$ cat src/rtl/hazard_sequencer.sv
// hazard_sequencer: pipeline sequencer for the 5-stage RV32I core.
// Chooses one action per cycle and drives the matching hold, flush and bubble
// controls for the PC updater and the pipeline registers. Action priority is
// INIT > FREEZE > FLUSH > STALL > RUN. It also produces the EX-stage operand
// forwarding selects.
// Optional feature: define HAZARD_PERF_CNT_EN to add saturating
// stall/flush/freeze cycle counters and their output ports.
module hazard_sequencer #(
    parameter logic [31:0] NOP_INST    = 32'h00000013,
    parameter int          INIT_CYCLES = 2,
    parameter int          CNT_WIDTH   = 32
) (
    input  logic                 clk,
    input  logic                 rst,
    input  logic [4:0]           rs1_id,
    input  logic [4:0]           rs2_id,
    input  logic                 use_rs1_id,
    input  logic                 use_rs2_id,
    input  logic [4:0]           rs1_ex,
    input  logic [4:0]           rs2_ex,
    input  logic [4:0]           rd_ex,
    input  logic                 regwr_ex,
    input  logic                 memrd_ex,
    input  logic [4:0]           rd_mem,
    input  logic                 regwr_mem,
    input  logic [4:0]           rd_wb,
    input  logic                 regwr_wb,
    input  logic                 branch_taken_ex,
    input  logic                 mem_busy,
    output logic                 hold_pc,
    output logic                 hold_ifid,
    output logic                 hold_idex,
    output logic                 hold_exmem,
    output logic                 flush_ifid,
    output logic                 flush_idex,
    output logic                 bubble_idex,
    output logic                 bubble_memwb,
    output logic [1:0]           fwd_a,
    output logic [1:0]           fwd_b,
`ifdef HAZARD_PERF_CNT_EN
    output logic [CNT_WIDTH-1:0] stall_cnt,
    output logic [CNT_WIDTH-1:0] flush_cnt,
    output logic [CNT_WIDTH-1:0] freeze_cnt,
`endif
    output logic [2:0]           last_action
);

    typedef enum logic [2:0] {
        ACT_RUN    = 3'd0,
        ACT_INIT   = 3'd1,
        ACT_STALL  = 3'd2,
        ACT_FLUSH  = 3'd3,
        ACT_FREEZE = 3'd4
    } action_t;

    // The flush word is consumed by the pipeline registers. It must be a
    // full-width (uncompressed) instruction, and at least one fill cycle is
    // needed.
    if (INIT_CYCLES < 1) begin : g_bad_init_cycles
        $error("hazard_sequencer: INIT_CYCLES must be at least 1");
    end
    if (NOP_INST[1:0] != 2'b11) begin : g_bad_nop_inst
        $error("hazard_sequencer: NOP_INST must be a 32-bit instruction encoding");
    end

    localparam int ICW = $clog2(INIT_CYCLES + 1);
    localparam logic [ICW-1:0] INIT_DONE = ICW'(INIT_CYCLES);

    logic [ICW-1:0] init_cnt;
    logic           init_active;
    logic           br_pend;
    logic           load_use;
    action_t        action;

    assign init_active = rst | (init_cnt != INIT_DONE);

    assign load_use = memrd_ex & regwr_ex & (rd_ex != 5'd0) &
                      ((use_rs1_id & (rs1_id == rd_ex)) |
                       (use_rs2_id & (rs2_id == rd_ex)));

    // Fill counter: restarts on reset and counts the post-release flush cycles.
    always_ff @(posedge clk) begin
        if (rst) begin
            init_cnt <= '0;
        end else if (init_cnt != INIT_DONE) begin
            init_cnt <= init_cnt + 1'b1;
        end
    end

    // Remembers a redirect that arrived while frozen. The branch still sits in
    // EX, so it gets its flush on the first cycle after the freeze ends.
    always_ff @(posedge clk) begin
        if (rst) begin
            br_pend <= 1'b0;
        end else if (action == ACT_FREEZE) begin
            br_pend <= br_pend | branch_taken_ex;
        end else begin
            br_pend <= 1'b0;
        end
    end

    // Action select. This is a strict priority chain, so exactly one action
    // is active each cycle.
    always_comb begin
        action = ACT_RUN;
        if (init_active) begin
            action = ACT_INIT;
        end else if (mem_busy) begin
            action = ACT_FREEZE;
        end else if (branch_taken_ex | br_pend) begin
            action = ACT_FLUSH;
        end else if (load_use) begin
            action = ACT_STALL;
        end
    end

    // Decode the action into register controls. Outputs not assigned in a
    // branch keep their default of 0.
    always_comb begin
        hold_pc      = 1'b0;
        hold_ifid    = 1'b0;
        hold_idex    = 1'b0;
        hold_exmem   = 1'b0;
        flush_ifid   = 1'b0;
        flush_idex   = 1'b0;
        bubble_idex  = 1'b0;
        bubble_memwb = 1'b0;
        case (action)
            ACT_INIT: begin
                hold_pc    = 1'b1;
                flush_ifid = 1'b1;
                flush_idex = 1'b1;
            end
            ACT_FREEZE: begin
                hold_pc      = 1'b1;
                hold_ifid    = 1'b1;
                hold_idex    = 1'b1;
                hold_exmem   = 1'b1;
                bubble_memwb = 1'b1;
            end
            ACT_FLUSH: begin
                flush_ifid = 1'b1;
                flush_idex = 1'b1;
            end
            ACT_STALL: begin
                hold_pc     = 1'b1;
                hold_ifid   = 1'b1;
                bubble_idex = 1'b1;
            end
            default: ;
        endcase
    end

    // Operand forwarding. The MEM stage holds the younger result, so it wins
    // over WB. x0 is never forwarded. Forwarding stays live during FREEZE but
    // is forced to the regfile while the pipeline fills.
    always_comb begin
        fwd_a = 2'b00;
        fwd_b = 2'b00;
        if (!init_active) begin
            if (regwr_mem && rd_mem != 5'd0 && rd_mem == rs1_ex) begin
                fwd_a = 2'b01;
            end else if (regwr_wb && rd_wb != 5'd0 && rd_wb == rs1_ex) begin
                fwd_a = 2'b10;
            end
            if (regwr_mem && rd_mem != 5'd0 && rd_mem == rs2_ex) begin
                fwd_b = 2'b01;
            end else if (regwr_wb && rd_wb != 5'd0 && rd_wb == rs2_ex) begin
                fwd_b = 2'b10;
            end
        end
    end

    // Record the action taken this cycle, for observation next cycle.
    always_ff @(posedge clk) begin
        if (rst) begin
            last_action <= ACT_INIT;
        end else begin
            last_action <= action;
        end
    end

`ifdef HAZARD_PERF_CNT_EN
    // Saturating per-action cycle counters. INIT cycles are not counted.
    always_ff @(posedge clk) begin
        if (rst) begin
            stall_cnt  <= '0;
            flush_cnt  <= '0;
            freeze_cnt <= '0;
        end else begin
            if (action == ACT_STALL && stall_cnt != '1) begin
                stall_cnt <= stall_cnt + 1'b1;
            end
            if (action == ACT_FLUSH && flush_cnt != '1) begin
                flush_cnt <= flush_cnt + 1'b1;
            end
            if (action == ACT_FREEZE && freeze_cnt != '1) begin
                freeze_cnt <= freeze_cnt + 1'b1;
            end
        end
    end
`endif

endmodule

$ cat config.mk
export PLATFORM = sky130hd
export DESIGN_NAME = hazard_sequencer
export DESIGN_NICKNAME = d
export VERILOG_FILES = /design/src/rtl/hazard_sequencer.sv
export SDC_FILE = /design/constraint.sdc
export NUM_CORES = 1
export LEC_CHECK = 0
export ABC_AREA = 1
export BUFFER_PORTS_ARGS = -buffer_cell sky130_fd_sc_hd__buf_4
export CAP_MARGIN = 20
export CELL_PAD_IN_SITES_DETAIL_PLACEMENT = 1
export CELL_PAD_IN_SITES_GLOBAL_PLACEMENT = 1
export CORE_MARGIN = 2
export CORE_UTILIZATION = 26
export CTS_BUF_LIST = sky130_fd_sc_hd__clkbuf_8 sky130_fd_sc_hd__clkbuf_16
export DETAILED_ROUTE_END_ITERATION = 10
export GPL_TIMING_DRIVEN = 0
export PLACE_DENSITY = 0.89
export SLEW_MARGIN = 20
export SYNTH_ARGS = -nofsm -noshare
export SYNTH_HDL_FRONTEND = slang
export SYNTH_SLANG_ARGS = --single-unit
$ cat constraint.sdc
create_clock -name clk -period 3.2 [get_ports clk]
set_input_delay 0.64 -clock clk [delete_from_list [all_inputs] [get_ports clk]]
set_output_delay 0.64 -clock clk [all_outputs]
set_load 0.05 [all_outputs]
==> results.yml <==
drt:
  drtIter0Drc: 20
  ant_nets: 0
  wirelength_um: 2560
  drc: 0
  num_vias: 1097
  post_drt_wl_per_cell_um: 10.1
  vias_per_cell: 4.30
  drtPass1Iterations: 2
power_and_ir_drop:
  leakagePower_nw: 0.783
  powerDensity_mw_per_mm2: 322
  vdd_ir_drop_max_uv: 103
  total_power_mw: 0.436
clock_network:
  ctsHoldBuffers: 0
  h-tree-depth: 1
  postCtsSetupBuffers: 0
  cts_made_buffers: 3
  clk_path_buf_depth: 2
  cts-resized-gates: 0
  clock_sinks: 6
  clk_pin_slew_ps: 40
  clock_latency_ps: 220
  cts-root-buf: "clkbuf_8"
  cts_tree: "yes"
sta:
  finalSetupViolations: 0
  slew_violations: 0
  period_share: 0.744
  setup_ws_ps: 818
  worst_slew_margin_rel: 0.770
  fmax_mhz: 420
  fin_skew_ps: 2.75
  rsz0062_at_grt: "false"
  worstMarginPinSlew_ps: 343
  tns_ps: 0
  min_period_ps: 2380
  hold_viol: 0
worst_setup_path:
  crit_required_ps: 2560
  reg2reg_to: "br_pend"
  crit_fanout: 5
  path_class: "flop to output pin"
  reg2reg_slack_ps: 1930
  endpoint_kind: "output pin"
  cp.arrival_ps: 1740
  startpoint_type: "flop"
  rr_startpoint: "init_cnt[0]"
  rr_worst_depth: 8
global_route:
  grt_pass1_wl_um: 4110
  grt_pass1_vias: 1076
  track_usage: 0.151
  antenna_found_initial: 0
  grt_overflow: 0
  grt_start_max_net_pins: 6
synth:
  synth_enable_flop_cells: 0
  synthDistinctLibCells: 22
  yosysMostFrequentCell: "nand2_1"
  synth_fp_nets: 195
  yosys-top-cells-area: "nand2_1 20%, dfxtp_1 15%, inv_1 12%"
  yosys.area.top_type: "nand2_1"
  avgSynthCellArea_um2: 5.48
  synth_area_um2: 816
  synth_seq_cells: 6
  synth-seq-area-share: 0.147
  synth_top_area_share: 0.202
  synth_commonest_cells: "44 x nand2_1, 26 x inv_1, 25 x nor2_1, 8 x nand3_1, 8 x xor2_1"
  synth-warning-count: 0
  synth_cells: 149
  synthFlopType: "dfxtp_1"
  synthArstFlopShare: 0
die:
  start_util: 0.269
  coreArea_mm2: 0.00303
  floorplan.rows: 20
  die_y_um: 60.0
  boundaryPins: 60
  dieArea_mm2: 0.00360
  die_w_um: 60.0
place:
  hpwl_um: 2320
  port_buffers: 59
  pre_cts_slack_ps: 901
  gp_congestion: 0.755
cells_and_area:
  nNetsFinal: 259
  drive_gt1_frac: 0.351
  diodes: 0
  syn_to_final_growth_pct: 66.1
min_path:
  min_from: "init_cnt[0]"
  hold_path_depth: 2
  whs_endpoint: "init_cnt[0]"
  min-delay-path-class: "flop to flop"
flow_run:
  drv_cap: 0
status:
  status: "completed"
-- cells in the final DEF, fill, tap and decap left out, drive strengths merged, types with 2 or more instances in the layout --
cell type	netlist	layout
a211oi	3	3
a21oi	2	2
buf	3	62
clkbuf	0	3
dfxtp	6	6
inv	28	28
nand2	45	45
nand3	8	8
nand4	2	2
nor2	27	27
nor3	2	2
o21ai	4	4
o22ai	2	2
or2	2	2
xnor2	6	6
xor2	8	8
-- how the worst max path moves through the flow --
stage	from	endpoint
2_1_floorplan	branch_taken_ex	flush_ifid
3_3_place_gp	rst	fwd_a[1]
3_5_place_dp	rst	fwd_a[1]
4_1_cts	init_cnt[0]	fwd_a[1]
5_1_grt	init_cnt[0]	fwd_a[1]
6_report	init_cnt[0]	fwd_a[1]
-- kinds of logic (layout without fill, tap and decap cells) --
family                   after synthesis  after routing  share of synthesized area
XOR/XNOR                              14             14                      0.150
adder cells (fa/ha/maj)                1              1                     0.0153
flip-flops                             6              6                      0.147
AND/OR/NAND/NOR                       86             86                      0.446
AO/OA/AOI/OAI                         11             11                     0.0843
buffers and inverters                 31             93                      0.156
-- sequential cells by signal, summed over array words and instances (netlist names) --
signal	cells
last_action	3
init_cnt	2
br_pend	1
-- layer usage --
layer	GRT usage	share of wire	up-vias
met2	0.297	0.52	36
met5	0	0	-
li1	-	-	574
met1	0.154	0.41	480
met4	0.0762	0.029	0
met3	0.0130	0.043	7
-- stage by stage --
stage	util	area (um^2)	hold WS, ps	std cells
3_5_place_dp	0.434	1310	455	252
2_1_floorplan	-	816	438	149
4_1_cts	0.448	1360	461	255
6_report	0.448	1360	460	255
3_3_place_gp	0.434	1310	451	252
5_1_grt	0.448	1360	475	255
-- report_power, final --
group / switching (mW) / internal [mW]
combinational: 0.131 / 0.0950
sequential: 0.00527 / 0.0890
clock: 0.0348 / 0.0810
-- worst max-delay path, cell delays in order (launching register included) --
cell	delay (ps)
dfxtp_1	300
inv_1	70
ha_1	180
inv_2	70
nor2_4	130
nand2_1	70
a211oi_1	310
nand2_1	90
nor2_1	90
buf_4	200
-- layout make-up --
| type | count | area, um^2 |
|---|---|---|
| buffer | 3 | 22.5 |
| clock buffer | 3 | 41.3 |
| fill | 418 | 1670 |
| inverter | 28 | 105 |
| multi-input combinational | 112 | 568 |
| sequential | 6 | 120 |
| tap | 44 | 55.1 |
| timing repair buffer | 59 | 443 |
No activity file was read; power rests on OpenSTA's default activity.
